===== src/rtl/rr_mux4_if.sv =====
// rtl/rr_mux4_if.sv - four input channels and one tagged output stream of rr_mux4
interface rr_mux4_if #(
   parameter int WIDTH = 8
);
   logic [WIDTH-1:0] d0;
   logic [WIDTH-1:0] d1;
   logic [WIDTH-1:0] d2;
   logic [WIDTH-1:0] d3;
   logic             v0;
   logic             v1;
   logic             v2;
   logic             v3;
   logic             r0;
   logic             r1;
   logic             r2;
   logic             r3;
   logic [WIDTH-1:0] z;
   logic             zv;
   logic             zr;
   logic             s1;
   logic             s0;

   // master: the channel sources plus the output consumer
   modport master (
      output d0, d1, d2, d3, v0, v1, v2, v3, zr,
      input  r0, r1, r2, r3, z, zv, s1, s0
   );

   // slave: the multiplexer itself
   modport slave (
      input  d0, d1, d2, d3, v0, v1, v2, v3, zr,
      output r0, r1, r2, r3, z, zv, s1, s0
   );
endinterface


===== src/rtl/rr_mux4.sv =====
// rtl/rr_mux4.sv - 4:1 round-robin merge into one registered stream tagged with source index
module rr_mux4 #(
   parameter int WIDTH = 8
) (
   input  logic     clk,
   input  logic     rst_n,
   rr_mux4_if.slave bus
);
   typedef enum logic {
      EMPTY = 1'b0,
      FULL  = 1'b1
   } state_t;

   state_t           state_q;
   state_t           state_d;
   logic [WIDTH-1:0] z_q;
   logic [WIDTH-1:0] z_d;
   logic [1:0]       src_q;
   logic [1:0]       src_d;
   logic [1:0]       last_q;
   logic [1:0]       last_d;

   logic [3:0]       v_vec;
   logic [3:0]       gnt;
   logic [3:0]       r_vec;
   logic [1:0]       sel;
   logic [1:0]       idx;
   logic             found;
   logic             accept_en;
   logic             xfer;
   logic [WIDTH-1:0] d_sel;

   assign v_vec = {bus.v3, bus.v2, bus.v1, bus.v0};

   // Search starts just after the last winner and ends on it, so a lone requester still wins.
   always_comb begin
      gnt   = '0;
      sel   = last_q;
      idx   = '0;
      found = 1'b0;
      for (int k = 1; k <= 4; k++) begin
         idx = last_q + 2'(k);
         if (!found && v_vec[idx]) begin
            gnt[idx] = 1'b1;
            sel      = idx;
            found    = 1'b1;
         end
      end
   end

   // zr only opens the input side; it never reaches zv within the same cycle.
   assign accept_en = (state_q == EMPTY) || bus.zr;
   assign r_vec     = (rst_n && accept_en) ? gnt : 4'b0000;
   assign xfer      = |r_vec;

   always_comb begin
      d_sel = bus.d0;
      case (sel)
         2'd0:    d_sel = bus.d0;
         2'd1:    d_sel = bus.d1;
         2'd2:    d_sel = bus.d2;
         default: d_sel = bus.d3;
      endcase
   end

   always_comb begin
      z_d     = z_q;
      src_d   = src_q;
      last_d  = last_q;
      state_d = state_q;
      if (xfer) begin
         z_d     = d_sel;
         src_d   = sel;
         last_d  = sel;
         state_d = FULL;
      end else if (bus.zr) begin
         state_d = EMPTY;
      end
   end

   always_ff @(posedge clk or negedge rst_n) begin
      if (!rst_n) begin
         state_q <= EMPTY;
         z_q     <= '0;
         src_q   <= 2'd0;
         last_q  <= 2'd3;
      end else begin
         state_q <= state_d;
         z_q     <= z_d;
         src_q   <= src_d;
         last_q  <= last_d;
      end
   end

   assign bus.r0 = r_vec[0];
   assign bus.r1 = r_vec[1];
   assign bus.r2 = r_vec[2];
   assign bus.r3 = r_vec[3];
   assign bus.z  = z_q;
   assign bus.zv = (state_q == FULL);
   assign bus.s1 = src_q[1];
   assign bus.s0 = src_q[0];
endmodule


===== src/flat_wrapper.sv =====
// flat-port wrapper written by rule: the top's interface ports become plain ports
module rr_mux4_flat 
#(
   parameter int WIDTH = 8
)
  (clk, rst_n, bus_d0, bus_d1, bus_d2, bus_d3, bus_v0, bus_v1, bus_v2, bus_v3, bus_zr, bus_r0, bus_r1, bus_r2, bus_r3, bus_z, bus_zv, bus_s1, bus_s0);
  rr_mux4_if #(.WIDTH(WIDTH)) bus_i ();
  input  logic clk;
  input  logic rst_n;
  input wire logic [$bits(bus_i.d0)-1:0] bus_d0;
  input wire logic [$bits(bus_i.d1)-1:0] bus_d1;
  input wire logic [$bits(bus_i.d2)-1:0] bus_d2;
  input wire logic [$bits(bus_i.d3)-1:0] bus_d3;
  input wire logic [$bits(bus_i.v0)-1:0] bus_v0;
  input wire logic [$bits(bus_i.v1)-1:0] bus_v1;
  input wire logic [$bits(bus_i.v2)-1:0] bus_v2;
  input wire logic [$bits(bus_i.v3)-1:0] bus_v3;
  input wire logic [$bits(bus_i.zr)-1:0] bus_zr;
  output wire logic [$bits(bus_i.r0)-1:0] bus_r0;
  output wire logic [$bits(bus_i.r1)-1:0] bus_r1;
  output wire logic [$bits(bus_i.r2)-1:0] bus_r2;
  output wire logic [$bits(bus_i.r3)-1:0] bus_r3;
  output wire logic [$bits(bus_i.z)-1:0] bus_z;
  output wire logic [$bits(bus_i.zv)-1:0] bus_zv;
  output wire logic [$bits(bus_i.s1)-1:0] bus_s1;
  output wire logic [$bits(bus_i.s0)-1:0] bus_s0;
  assign bus_i.d0 = bus_d0;
  assign bus_i.d1 = bus_d1;
  assign bus_i.d2 = bus_d2;
  assign bus_i.d3 = bus_d3;
  assign bus_i.v0 = bus_v0;
  assign bus_i.v1 = bus_v1;
  assign bus_i.v2 = bus_v2;
  assign bus_i.v3 = bus_v3;
  assign bus_i.zr = bus_zr;
  assign bus_r0 = bus_i.r0;
  assign bus_r1 = bus_i.r1;
  assign bus_r2 = bus_i.r2;
  assign bus_r3 = bus_i.r3;
  assign bus_z = bus_i.z;
  assign bus_zv = bus_i.zv;
  assign bus_s1 = bus_i.s1;
  assign bus_s0 = bus_i.s0;
  rr_mux4 #(.WIDTH(WIDTH)) u_core (.clk(clk), .rst_n(rst_n), .bus(bus_i));
endmodule

===== config.mk =====
export PLATFORM = sky130hd
export DESIGN_NAME = rr_mux4_flat
export DESIGN_NICKNAME = d
export VERILOG_FILES = /design/src/rtl/rr_mux4_if.sv /design/src/rtl/rr_mux4.sv /design/src/flat_wrapper.sv
export SDC_FILE = /design/constraint.sdc
export NUM_CORES = 1
export LEC_CHECK = 0
export CAP_MARGIN = 15
export CORE_AREA = 2 2 58 60
export DETAILED_ROUTE_END_ITERATION = 6
export DIE_AREA = 0 0 60 62
export GPL_TIMING_DRIVEN = 0
export PLACE_DENSITY_LB_ADDON = 0.15
export SYNTH_ARGS = -nofsm -noshare
export SYNTH_HDL_FRONTEND = slang
export SYNTH_SLANG_ARGS = --single-unit

===== constraint.sdc =====
create_clock -name clk -period 4.8 [get_ports clk]
set_input_delay 0.72 -clock clk [delete_from_list [all_inputs] [get_ports clk]]
set_output_delay 0.72 -clock clk [all_outputs]
set_load 0.005 [all_outputs]

== After elaboration in Yosys (flattened, before gate mapping) ==
Cells that the tools add are included.

* Latch bits: 0
* Word-level logic and storage cells: 67
* Flip-flop bits (word level): 13
* Output and inout bits: 15
* Memories kept: 0
* Bits in read-only memories: 0
* Memory bits (writable): 0
* Input port bits: 39

* Equality and inequality tests: 2
* Reduce and logical (&&, ||, !) cells: 15
* Bitwise operators: 4
* Multiplexer cells: 31
* Shift operators: 0
* Divide/modulo/power cells: 0
* Order comparisons: 8
* Add/sub/neg operators: 3
* $mul: 0

{| class="wikitable"
|+ Operators with widths
! kind !! number
|-
| case mux 8 bit (3 select lines) || 1
|-
| two-way mux 4 bit || 5
|-
| two-way mux 1 bit || 13
|-
| < comparator 2 x 3 -> 1 bit, second input constant || 4
|-
| OR 4 bit || 3
|-
| binary-select mux 1 bit (select 2 bit) || 4
|-
| demux 1 bit (select 2 bit) || 4
|-
| greater-or-equal comparator 2 x 1 -> 1 bit, second input constant || 4
|-
| logical AND 1 bit || 8
|-
| two-way mux 2 bit || 4
|-
| adder 2 bit, second input constant || 2
|-
| OR reduction 4 bit || 1
|-
| zero test 1 bit || 3
|-
| adder 2 x 1 -> 2 bit, second input constant || 1
|-
| equality test 2 x 1 -> 1 bit, second input constant || 1
|-
| equality test 2 bit, second input constant || 1
|-
| zero test 2 bit || 1
|-
| nonzero test 2 bit || 1
|-
| logical OR 1 bit || 1
|-
| inverter 1 bit || 1
|}

== Longest topological paths before layout ==
Gate-level depths: netlist of run 1.

* Depth in word-level cells: 16
* Mapped depth: 12
* Depth with buffers taken out: 9

== Worst setup path before layout of run 1 ==
OpenSTA, ideal clock, no wires.

* Path kind: register -> register
* From: register u_core.last_q[0]
* To: register u_core.z_q[0], in the netlist u_core.bus.z[0]
* Setup slack: 1151 ps
* Period minus slack after synthesis: 3649 ps
* Setup time: 125 ps
* Data arrival time: 3523 ps
* Stages on the path, launching flop included: 11
* Required time: 4675 ps
* Path buffers: 3
* Cells stage by stage: dfstp_2 -> clkbuf_1 -> inv_1 -> ha_1 -> mux4_2 -> buf_2 -> a221o_1 -> a221o_1 -> o31a_1 -> buf_6 -> mux2_4

* Longest elaborated chain between the ends: 15
* Elaborated cells on any way between the ends: 57
* Classes of those cells: 3 x add/sub; 8 x order compare; 2 x eq/ne; 29 x mux; 3 x bitwise; 12 x reduce/logical

{| class="wikitable"
|+ Ends and longest elaborated chain
! what !! RTL line !! text
|-
| from (decl) || rr_mux4.sv:20 || <nowiki>logic [1:0] last_q;</nowiki>
|-
| from (signal assigned) || rr_mux4.sv:91 || <nowiki>last_q <= last_d;</nowiki>
|-
| branches (longest 15 deep; another with < comparator 2 x 3 -> 1 bit) || n/a ||
|-
| to (signal assigned) || rr_mux4.sv:89 || <nowiki>z_q <= z_d;</nowiki>
|-
| to (decl) || rr_mux4.sv:16 || <nowiki>logic [WIDTH-1:0] z_q;</nowiki>
|}

Parallel ways; which one is timed is not known. The select of a mux whose other input is x is not followed.
A chain may end at the register's enable or synchronous reset.

== Worst setup path after layout of run 1 ==
* From: register u_core.last_q[0]
* To: output port bus_r3

* Longest elaborated chain between the ends: 14
* Elaborated cells on any way between the ends: 48
* Classes of those cells: 3 x add/sub; 8 x order compare; 24 x mux; 3 x bitwise; 10 x reduce/logical

{| class="wikitable"
|+ Ends and longest elaborated chain
! what !! RTL line !! text
|-
| branches (longest 12 deep; another with < comparator 2 x 3 -> 1 bit) || n/a ||
|-
| two-way mux 4 bit (*) || rr_mux4.sv:43 || <nowiki>if (!found && v_vec[idx]) begin</nowiki>
|-
| two-way mux 4 bit (*) || rr_mux4.sv:53 || <nowiki>assign r_vec = (rst_n && accept_en) ? gnt : 4'b0000;</nowiki>
|-
| to (decl) || flat_wrapper.sv:22 || <nowiki>output wire logic [$bits(bus_i.r3)-1:0] bus_r3;</nowiki>
|}

Every way passes the cells marked *. The select of a mux whose other input is x is not followed.

==> results of run 1 <==
## synth_stat cells, types with 3 or more instances
master	number
a22oi_1	3
mux2i_1	27
nand2b_1	3
mux2_1	3
a21oi_1	9
nor3_1	3
mux2_4	6
nand2_1	6
dfrtp_1	11
ha_1	8
a221o_1	3
nor2_1	5
inv_1	7
mux4_2	3
## registers in the layout (all words and copies together) (netlist names)
name           cells
u_core.bus.zv      1
u_core.bus.z       8
u_core.src_q       2
u_core.last_q      2
## stage by stage
stage               total power (uW)  std cells
global placement                1244        227
floorplan                      969.9        128
CTS                             1353        231
finish                          1343        231
global route                    1461        231
detailed placement              1280        227
## worst paths after layout
kind,end,slack (ps),start,depth (start not counted)
hold / removal,u_core.bus.z[4],500,u_core.bus.z[4],1
min in group asynchronous,u_core.src_q[0],810,rst_n,1
max in group asynchronous,u_core.bus.z[1],3610,rst_n,1
setup / recovery,bus_r3,340,u_core.last_q[0],10
setup reg to reg,u_core.bus.z[1],740,u_core.last_q[0],10
hold reg to reg,u_core.bus.z[4],500,u_core.bus.z[4],1
## metal layers
layer / GRT usage / part of all wire / wire [microns]
met1: 0.2208 / 0.43 / 1367
met2: 0.3183 / 0.51 / 1649
met3: 0.04969 / 0.052 / 167
met4: 0.04444 / 0.0066 / 21
met5: 0 / 0 / 0
## layout make-up
type | instances | area [sq um]
flip-flops and latches | 13 | 327.8
repair buffers | 53 | 530.5
fillers | 286 | 1274
well taps | 46 | 57.56
clock buffers | 4 | 26.28
inverters | 7 | 26.28
multi-input cells | 102 | 904.6
plain buffers | 6 | 32.53
## cells in the final DEF (no fill, tap or decap)
cell type / n
buf_1: 1
nor3_1: 3
nor4_1: 1
nor2_1: 5
nor2b_4: 1
mux2_1: 3
o2bb2ai_1: 1
a221oi_1: 1
buf_6: 1
o211ai_1: 1
nand3b_1: 2
clkbuf_4: 3
or3_1: 2
ha_1: 8
nand2_1: 6
clkdlybuf4s50_1: 53
a22oi_1: 3
nor3b_1: 1
mux4_2: 3
buf_2: 2
o21ai_1: 2
clkbuf_1: 3
a21oi_1: 9
a221o_1: 3
o21ai_0: 2
mux2i_1: 27
o31a_1: 1
nand2b_1: 3
inv_1: 7
o22a_1: 1
a211oi_1: 1
o22ai_1: 1
dfstp_2: 2
or3b_2: 1
dfrtp_1: 11
mux2_4: 6
a21oi_2: 1
o21a_1: 2
nor2b_1: 1
## cells by family after synthesis
family                     count (synthesis)  share of synthesized area
AOI/OAI and AO/OA                         29                     0.1531
DFF                                       13                     0.2539
buffers and inverters                     13                    0.04555
adders and majority gates                  8                    0.07752
and+or+nand+nor                           26                     0.1124
muxes                                     39                     0.3576
## power by group through the flow
stage	logic [uW]	registers, uW	clock network (uW)
finish	1050	222	71.2
global route	1160	231	74.3
CTS	1060	224	70.2
detailed placement	1060	224	0
global placement	1020	223	0
floorplan	750	220	0
==> metrics.txt, run 1 <==
initial core utilization=0.4061; Clock Path Buffers=2; hold_ws=501.3 ps; Worst Skew=1.254 ps; Psw=566.9 uW; largest net degree at the start of global routing=15; Tightest Pin Transition=620.9 ps; sequential share of power=0.165; hold_buf cts=0; number of synthesized register bits=13; most used cell, CP=a21oi_1; CTS clk-pin slew, worst paths=80 ps; maximum vdd drop=0.3441 mV; die area=3720 sq um; synth top area cells=dfrtp_1, mux2i_1, ha_1; endpoints failing setup=0; Vias=1216; CORE AREA=3179 sq um; DRT antenna net count=0; grt ovf=0; area leader, netlist=dfrtp_1; Max-cap violations=0; Pre-Repair DR Iteration Count=4; crit-path max FO=10; relative slew slack=0.5861; sw frac=0.4221; cts repair resizes=0; Crit path max-delay family=buffers and inverters; Die Y=62 microns; Crit Path Class=register to output port; final worst path period share=0.9299; Crit-path slowest cell=dfstp_2; clock share of power=0.053; share of the yosys chip area belonging to registers=0.2539; Hold Crit Class=register to register; Setup TNS=0 ps; top-area cell type share of the netlist area=0.2132; GRT Total Usage=0.1813; Post-CTS Setup Inserts=0; Fmax achieved=0.2240 GHz; critical path endpoint category=output port; Crit path buffers/inverters=4; area grow syn2layout=47.58%; RSZ-0062 raised after global routing=no; CP Cell Sequence=clkbuf_1, inv_1, ha_1, mux4_2, buf_2, a221oi_1, a21oi_1, a21oi_1, nor2_1, clkdlybuf4s50_1; Post-Place Cell Area=1879 sq um; die width=60 microns; clk root buf=clkbuf_4; worst path arrival time=3740 ps; Finished Cell Area=1906 sq um; CTS Sinks=13; Synthesis Warnings=0; vias in the first global route=1086; initial antenna violation count=0; Routed WL=3.206 mm; internal power=776.1 uW; synthesized cell area=1291 sq um; WP data required=4080 ps; Final min period=4463 ps; I/O Buffers=53; Setup crit start kind=register; DRT iter0 DRCs=46; status=complete, no violations; CTS Buf Count=3; DR WL/cell=13.88 microns; Clk Latency, worst-skew pair=280 ps; Crit path largest cell delay=650 ps; Mapped Nets=175; Rows=21; num ports=54; global-route wire length before repair=5.016 mm; ys async rst share=1.000; final hold violation count=0; EDFF count, synth=0; post-place setup slack=651.6 ps; gpl congestion=0.9384; drc violations=0; H-tree Lvls=1; Gate power share=0.782; vias per cell=5.264; fin. max-slew vios=0; share of cells above drive strength 1=0.1081; Synth Flop Type=dfrtp_1; power per cell area=704.8 nW/um^2; Netlist cell types=37; final core occ=0.5994; Layout Nets=233; final worst setup slack=336.6 ps; Syn Inst Count=128; Leak=0.0008437 uW; CTS tree=yes; syn_area_per_cell=10.09 sq um; HPWL after DPL=2.620 mm; antenna cells=0
Note: power is estimated with default switching activity, not from simulation.
==> run 2: changes to the inputs <==
--- a/config.mk
+++ b/config.mk
@@ -5,7 +5,7 @@
 export SDC_FILE = /design/constraint.sdc
 export NUM_CORES = 1
 export LEC_CHECK = 0
-export CAP_MARGIN = 15
+export CAP_MARGIN = 20
 export CORE_AREA = 2 2 58 60
 export DETAILED_ROUTE_END_ITERATION = 6
 export DIE_AREA = 0 0 60 62
==> results of run 2 <==
Same layout as run 1: the final DEF is identical, and so are final timing and power.
